## config.mk

```make
export PLATFORM = sky130hd
export DESIGN_NAME = rv32v_load_collector
export DESIGN_NICKNAME = d
export VERILOG_FILES = /design/src/rtl/rv32i_types_pkg.sv /design/src/rtl/rv32v_types_pkg.sv /design/src/rtl/rv32v_load_extend.sv /design/src/rtl/rv32v_load_collector.sv
export SDC_FILE = /design/constraint.sdc
export NUM_CORES = 1
export LEC_CHECK = 0
export CORE_AREA = 2 2 133 135
export DETAILED_ROUTE_END_ITERATION = 10
export DIE_AREA = 0 0 135 137
export MAX_ROUTING_LAYER = met4
export PLACE_DENSITY = 0.8
export SETUP_SLACK_MARGIN = 0.15
export SKIP_CTS_REPAIR_TIMING = 1
export SLEW_MARGIN = 10
export SYNTH_ARGS = -nofsm -noshare
export SYNTH_HDL_FRONTEND = slang
export SYNTH_SLANG_ARGS = --single-unit
export TNS_END_PERCENT = 1
```

## constraint.sdc

```tcl
create_clock -name clk -period 7.45 [get_ports clk]
set_clock_uncertainty 0.2 [all_clocks]
set_input_delay 2.235 -clock clk [delete_from_list [all_inputs] [get_ports clk]]
set_output_delay 2.235 -clock clk [all_outputs]
set_load 0.02 [all_outputs]
```

## src/rtl/rv32i_types_pkg.sv

```systemverilog
// -----------------------------------------------------------------------------
// rv32i_types_pkg
//   Scalar base types shared by the integer pipeline and the vector unit.
//   word_t is the architectural register / memory word (XLEN bits).
// -----------------------------------------------------------------------------
package rv32i_types_pkg;

  localparam int XLEN = 32;

  typedef logic [XLEN-1:0] word_t;

endpackage : rv32i_types_pkg

```

## src/rtl/rv32v_types_pkg.sv

```systemverilog
// -----------------------------------------------------------------------------
// rv32v_types_pkg
//   Vector-unit types: lane count per uop, element-width encoding and the
//   load-collector FSM state enum.
// -----------------------------------------------------------------------------
package rv32v_types_pkg;

  import rv32i_types_pkg::*;

  // Vector lanes carried by one uop.
  localparam int NUM_LANES = 4;

  // Selected element width. SEW64 is not supported by this RV32 datapath.
  // Consumers treat it like SEW32 (the full word is passed through).
  typedef enum logic [1:0] {
    SEW8  = 2'b00,
    SEW16 = 2'b01,
    SEW32 = 2'b10,
    SEW64 = 2'b11
  } vsew_t;

  // Load collector FSM.
  //   IDLE    : waiting for a vector load uop
  //   COLLECT : gathering per-lane load data from the LSC
  //   WB      : assembled result presented to writeback
  typedef enum logic [1:0] {
    IDLE    = 2'b00,
    COLLECT = 2'b01,
    WB      = 2'b10
  } collector_state_t;

endpackage : rv32v_types_pkg

```

## src/rtl/rv32v_load_extend.sv

```systemverilog
// -----------------------------------------------------------------------------
// rv32v_load_extend
//   Extracts one element from a raw LSC load word and zero-extends it to a
//   full word according to the element width.
//
// Ports
//   eew  in   element width of the uop being collected
//   raw  in   load word returned by the LSC
//   ext  out  zero-extended element (SEW8 -> [7:0], SEW16 -> [15:0],
//             SEW32 -> [31:0])
// -----------------------------------------------------------------------------
module rv32v_load_extend
  import rv32i_types_pkg::*;
  import rv32v_types_pkg::*;
(
  input  vsew_t eew,
  input  word_t raw,
  output word_t ext
);

  always_comb begin
    ext = raw;
    case (eew)
      SEW8:    ext = {{(XLEN-8){1'b0}}, raw[7:0]};
      SEW16:   ext = {{(XLEN-16){1'b0}}, raw[15:0]};
      default: ext = raw;
    endcase
  end

endmodule : rv32v_load_extend

```

## src/rtl/rv32v_load_collector.sv

```systemverilog
// -----------------------------------------------------------------------------
// rv32v_load_collector
//   Gathers the per-lane results of one vector load uop as the LSC returns
//   them (in any order), merges masked lanes with the old destination
//   contents (mask-undisturbed) and presents the assembled uop to writeback.
//
// Ports
//   clk, rst         clock; asynchronous active-high reset
//   vstart_ld        pulse: new uop; samples vlane_mask/veew/vuop_num/vd/
//                    vold_data. Accepted in IDLE, or in WB together with
//                    wb_ready (back-to-back); ignored otherwise.
//   vlane_mask       1 = lane active, 0 = masked
//   veew             element width of the uop
//   vuop_num, vd     uop index / destination register (passed to writeback)
//   vold_data        previous vd contents, used for masked lanes
//   lsc_ready        one lane's load data valid this cycle (COLLECT only)
//   vcurr_lane       lane index of the returned data
//   vload_data       raw load data
//   flush            abort the in-flight uop; overrides every other input
//   wb_ready         writeback accepts the presented result
//   busy             FSM is in COLLECT or WB
//   wb_valid         assembled result valid
//   wb_data          per-lane result
//   wb_vd, wb_uop_num, wb_mask   latched uop attributes
//   state_dbg        current FSM state for observation
//
// Writeback handshake: wb_valid/wb_data/wb_vd/wb_uop_num/wb_mask are held
// stable from the cycle wb_valid rises until the cycle wb_ready is seen high
// while wb_valid is high; the transfer completes on that rising edge.
// -----------------------------------------------------------------------------
module rv32v_load_collector
  import rv32i_types_pkg::*;
  import rv32v_types_pkg::*;
#(
  parameter  int NUM_LANES = rv32v_types_pkg::NUM_LANES,
  localparam int LANE_W    = (NUM_LANES > 1) ? $clog2(NUM_LANES) : 1
) (
  input  logic                   clk,
  input  logic                   rst,
  input  logic                   vstart_ld,
  input  logic [NUM_LANES-1:0]   vlane_mask,
  input  vsew_t                  veew,
  input  logic [4:0]             vuop_num,
  input  logic [4:0]             vd,
  input  word_t [NUM_LANES-1:0]  vold_data,
  input  logic                   lsc_ready,
  input  logic [LANE_W-1:0]      vcurr_lane,
  input  word_t                  vload_data,
  input  logic                   flush,
  input  logic                   wb_ready,
  output logic                   busy,
  output logic                   wb_valid,
  output word_t [NUM_LANES-1:0]  wb_data,
  output logic [4:0]             wb_vd,
  output logic [4:0]             wb_uop_num,
  output logic [NUM_LANES-1:0]   wb_mask,
  output collector_state_t       state_dbg
);

  collector_state_t       state_q, state_d;
  logic [NUM_LANES-1:0]   rcvd_q, rcvd_d;
  logic [NUM_LANES-1:0]   mask_q;
  vsew_t                  eew_q;
  logic [4:0]             vd_q;
  logic [4:0]             uop_q;
  word_t [NUM_LANES-1:0]  data_q;

  logic                   accept_uop;
  logic                   lane_wr;
  word_t                  lane_ext;

  // Single extraction path: the element width is the latched one, so the
  // extender only ever sees the width of the uop currently being collected.
  rv32v_load_extend u_extend (
    .eew (eew_q),
    .raw (vload_data),
    .ext (lane_ext)
  );

  // Next state, received-bit update and the two datapath strobes.
  always_comb begin
    state_d    = state_q;
    rcvd_d     = rcvd_q;
    accept_uop = 1'b0;
    lane_wr    = 1'b0;

    if (flush) begin
      state_d = IDLE;
      rcvd_d  = '0;
    end else begin
      case (state_q)
        IDLE: begin
          if (vstart_ld) begin
            accept_uop = 1'b1;
          end
        end

        COLLECT: begin
          // Only the first return for an active lane is taken; repeats and
          // returns for masked lanes leave all state untouched.
          if (lsc_ready && mask_q[vcurr_lane] && !rcvd_q[vcurr_lane]) begin
            lane_wr            = 1'b1;
            rcvd_d[vcurr_lane] = 1'b1;
          end
          if (&(rcvd_d | ~mask_q)) begin
            state_d = WB;
          end
        end

        WB: begin
          if (wb_ready) begin
            state_d = IDLE;
            rcvd_d  = '0;
            if (vstart_ld) begin
              accept_uop = 1'b1;
            end
          end
        end

        default: begin
          state_d = IDLE;
          rcvd_d  = '0;
        end
      endcase
    end

    // A fully masked uop has nothing to collect and goes straight to WB.
    if (accept_uop) begin
      rcvd_d  = '0;
      state_d = (vlane_mask == '0) ? WB : COLLECT;
    end
  end

  always_ff @(posedge clk or posedge rst) begin
    if (rst) begin
      state_q <= IDLE;
      rcvd_q  <= '0;
      mask_q  <= '0;
      eew_q   <= SEW8;
      vd_q    <= '0;
      uop_q   <= '0;
      data_q  <= '0;
    end else begin
      state_q <= state_d;
      rcvd_q  <= rcvd_d;
      if (accept_uop) begin
        // Preload every lane with the old contents; active lanes are
        // overwritten as their data arrives, masked lanes keep it.
        mask_q <= vlane_mask;
        eew_q  <= veew;
        vd_q   <= vd;
        uop_q  <= vuop_num;
        data_q <= vold_data;
      end else if (lane_wr) begin
        data_q[vcurr_lane] <= lane_ext;
      end
    end
  end

  assign busy       = (state_q != IDLE);
  assign wb_valid   = (state_q == WB);
  assign wb_data    = data_q;
  assign wb_vd      = vd_q;
  assign wb_uop_num = uop_q;
  assign wb_mask    = mask_q;
  assign state_dbg  = state_q;

endmodule : rv32v_load_collector
```

# Word-level counts from Yosys, hierarchy flattened
# Cells that the tools add are included.
# W data, S select, Z words.
# op_classes
order_cmp	2
n_eq_ne	6
mux	32
bitwise	3
n_reduce_logical	12
# op_table
op	count
$mux W128	2
$bwmux W128	1
$demux W32 S2	1
$pmux W32 S2	1
$mux W32	1
$mux W4	6
$pmux W4 S3	1
$mux W2	5
$mux W1	9
$or A4 B4 Y4	2
$pmux W2 S3	1
$bmux W1 S2	2
$eq A2 B1 Y1 const B	2
$logic_not A2 Y1	2
$logic_not A4 Y1	1
$ne A4 B3 Y1 const B	1
$ne A4 B4 Y1 const B	1
$not A4 Y4	1
$reduce_and A4 Y1	1
$reduce_bool A2 Y1	2
$logic_and A1 B1 Y1	3
$lt A2 B3 Y1 const B	1
$ne A3 B3 Y1 const B	1
$reduce_and A3 Y1	1
other kinds (6)	6
# word_totals
register_bits	150
input_bits	184
output_inout_bits	146
word_cells	65

# Depth between registers and ports, before layout
# logic_depth
ltp_word	14
depth_mapped	9
ltp_nobuf	5

# Cells and area by module
# Synthesis repeated with hierarchy kept, for this count alone.
# unflattened
cells_unflattened	755
area_unflattened_um2	7373.3
# by_module_without_submodules
mod	instances	cells_per_inst	area_each_um2	seq_area_each_um2
rv32v_load_collector	1	720	7121.8	3753.6
rv32v_load_extend	1	35	251.5	0.0

# Worst setup path before layout
# No wires, ideal clock.
# synth_timing
path_type	input -> register
start	input vcurr_lane[1]
end	register data_q, in the netlist wb_data[18]
setup_time_ns	0.141
arrival_time_ns	3.624
required_ns	7.109
setup_slack_ns	3.485
path_stages	9
n_path_buf	4
cell_sequence	buf_2 or3b_1 and4_1 buf_6 and3_1 buf_6 buf_6 nand3_1 a31oi_1
# synth_between
elab_chain_cells	8
word_cells_on_any_way	19
classes_between	order compare: 2; mux: 12; reduce/logical: 5
# synth_lines
element	line	source
start: declaration	rv32v_load_collector.sv:47	input logic [LANE_W-1:0] vcurr_lane,
branches (longest 8 deep; another with $lt A2 B3 Y1)	--	
end signal: assignment	rv32v_load_collector.sv:153	data_q <= vold_data;
end signal: indexed assignment	rv32v_load_collector.sv:155	data_q[vcurr_lane] <= lane_ext;
end: declaration	rv32v_load_collector.sv:66	word_t [NUM_LANES-1:0] data_q;
# Several ways; the timed one is not identified. The select of a mux whose other input is x is not followed.
# A chain may end at the register's enable or synchronous reset.

# Final worst setup path
# layout_timing
start	input flush
end	register data_q, in the netlist wb_data[61]
# layout_between
elab_chain_cells	2
word_cells_on_any_way	4
classes_between	mux: 3; reduce/logical: 1
# layout_lines
element	line	source
start: declaration	rv32v_load_collector.sv:49	input logic flush,
$mux W1	rv32v_load_collector.sv:87	if (flush) begin
$mux W128 / $reduce_bool A2 Y1 (equally long branches)	--	
# Several ways; a longest one is shown, not always the timed one.

==> out/results.ini <==
[logic_synthesis]
syn_inst = 793
async_flop_share_pct = 100
synth_fp_nets = 977
ys.flop_type = dfrtp_1
yosysSeqAreaShare_pct = 53.6
synth_top_family_by_area = simple AND/OR/NAND/NOR gates
synth_area_mm2 = 0.00701
netlist_top_cells_area = dfrtp_1 54%, nand2_1 11%, a31oi_1 8.7%, nor2_1 6.3%, nand3_1 5.7%
yosysTopAreaCell = dfrtp_1
netlist.area_leader.share_pct = 53.6
syn_area_per_cell_um2 = 8.84
synth_seq_cells = 150
synthAdderAreaFrac_pct = 0
synth_cell_types = 40
synth-simple-area-share_pct = 26.3
yosysMostFrequentCell = nand2_1
ys_top_cells_by_count = 202 x nand2_1, 150 x dfrtp_1, 117 x nor2_1
synth-compound-area-share_pct = 13.9
synthMuxAreaShare_pct = 0.625
synth_xor_area_share_pct = 0
synth_edf_count = 0
yosysWarnings = 0

[global_route]
grt_pass1_wl_um = 38100
met3_usage_pct = 7.22
grt.busiest_layer = met2
track_usage_pct = 27.8
overflow = 0
grt_pass1_vias = 6910
antenna_found_initial = 0
use_met2_pct = 42.8
grt_use_met1_pct = 35.6
grt_max_degree = 152

[placed_design]
gp_congestion = 0.890
dp_hpwl_um = 17700
portBuffers = 329

[clock_tree]
tritoncts = done
cts_made_buffers = 17
clk_pin_slew_worst_paths_ns = 0.06
clock_latency_ns = 0.42
htree_levels = 4
clock_path_buffers = 2
clock-sinks = 150
clk_root_buffer_cell = clkbuf_16

[sta]
tns_ns = 0
hold_viol_final = 0
maxSlewHeadroom_pct = 34.5
finalCritPeriodShare_pct = 62.8
whs_ns = 0.266
tightest_slew_ns = 0.983
finalCriticalPeriod_ns = 4.68
slew_violations = 0
max_clock_freq_mhz = 214
rsz0062_at_grt = false
setup-violations-final = 0

[critical_path]
worstSetupEndpointType = register
start_kind = input port
cp.required_ns = 7.52
arrival_ns = 4.75
crit_type = input port to register
worstPathMaxFanout = 24

[detailed_routing]
dr.pass1.iters = 5
antenna_left = 0
post-route-drc-count = 0
drt-total-wl_um = 25100
avgRoutedWirePerCell_um = 19.0
drt_iter0_drc = 415
vias = 7161
via_per_inst = 5.43

[die]
die_w_um = 135
start_util_pct = 41.1
core_mm2 = 0.0171
pin_count = 330
row_count = 48
die_h_um = 137
die_area_mm2 = 0.0185

[layout]
areaGrowthSynthToFinish_pct = 55.9
nets = 1266
num_antenna_cells = 0
drive_gt1_share_pct = 4.75

[power]
p_total_w = 0.00328
ir_drop_mv = 0.162
p_leak_nw = 4.65
power_density_mw_per_mm2 = 301

[outcome]
outcome = completed

[run]
cap_violations = 0

[min_path]
min_path_type = register to register

power by group:
part	internal, W	switching (W)	total (W)
clock network	0.000575	0.000361	0.000937
logic	0.000574	0.000628	0.00120
registers	0.00102	0.000123	0.00115
critical path: stages:
cell and delay, ns:
clkdlybuf4s50_1 0.52, nor3b_1 0.29, and4_1 0.39, nand4_1 0.64
buf_4 0.48, nand2_1 0.11, a31oi_1 0.08
cells by family after synthesis:
| family | after synthesis |
|---|---|
| and+or+nand+nor | 428 |
| DFF | 150 |
| AOI/OAI and AO/OA | 141 |
| buffers and inverters | 71 |
| muxes | 3 |
routing by layer:
layer	part of all wire (%)	wire length, um
met1	42	10400
met2	47	11800
met3	8.9	2230
met4	2.4	599
met5	0	0
final timing paths:
kind,from,end,slack (ns),depth (start not counted)
hold reg to reg,eew_q[0],eew_q[0],0.27,2
setup reg to reg,state_dbg[0],wb_data[61],4.60,6
hold / removal,eew_q[0],eew_q[0],0.27,2
min in group asynchronous,rst,wb_uop_num[2],1.89,2
setup / recovery,flush,wb_data[61],2.77,7
max in group asynchronous,rst,wb_data[90],3.98,3
metrics by stage:
stage	setup slack, ns	util, %	std cells	area, um^2
after floorplan	0.979	-	793	7010
after global placement	2.40	60.3	1288	10300
after detailed placement	2.34	60.3	1288	10300
after CTS	2.78	64.0	1320	10900
after global routing	2.52	64.0	1320	10900
final	2.77	64.0	1320	10900
area by class of cell:
cell class                      instances  area [um^2]
Sequential cell                       150         3750
Multi-Input combinational cell        572         2860
Clock buffer                           19          443
Tap cell                              225          282
Clock inverter                         13          195
Inverter                                4         20.0
Timing Repair Buffer                  337         3370
Fill cell                            1444         6130
cells in the final DEF, fill, tap and decap left out, types with 2 or more instances in the layout:
cell type,count
a31oi_1,97
buf_4,7
clkdlybuf4s50_1,329
clkinvlp_4,3
or2_2,2
o211ai_1,17
nand3_1,80
nand2_1,202
clkinv_4,2
a211o_1,2
and4_1,3
nor2_1,117
bufinv_16,4
nor2b_1,6
clkbuf_16,17
a221o_1,16
inv_1,3
a21oi_1,2
nor2_8,2
nand3_2,2
inv_6,5
nand2b_1,2
nand4_1,2
o21a_1,3
dfrtp_1,149
state kept, by name, summed over array words and instances (netlist names):
register / cells
wb_data: 128
state_dbg: 2
wb_mask: 4
wb_vd: 5
eew_q: 2
rcvd_q: 4
wb_uop_num: 5
Power figures use the tool's default switching activity.
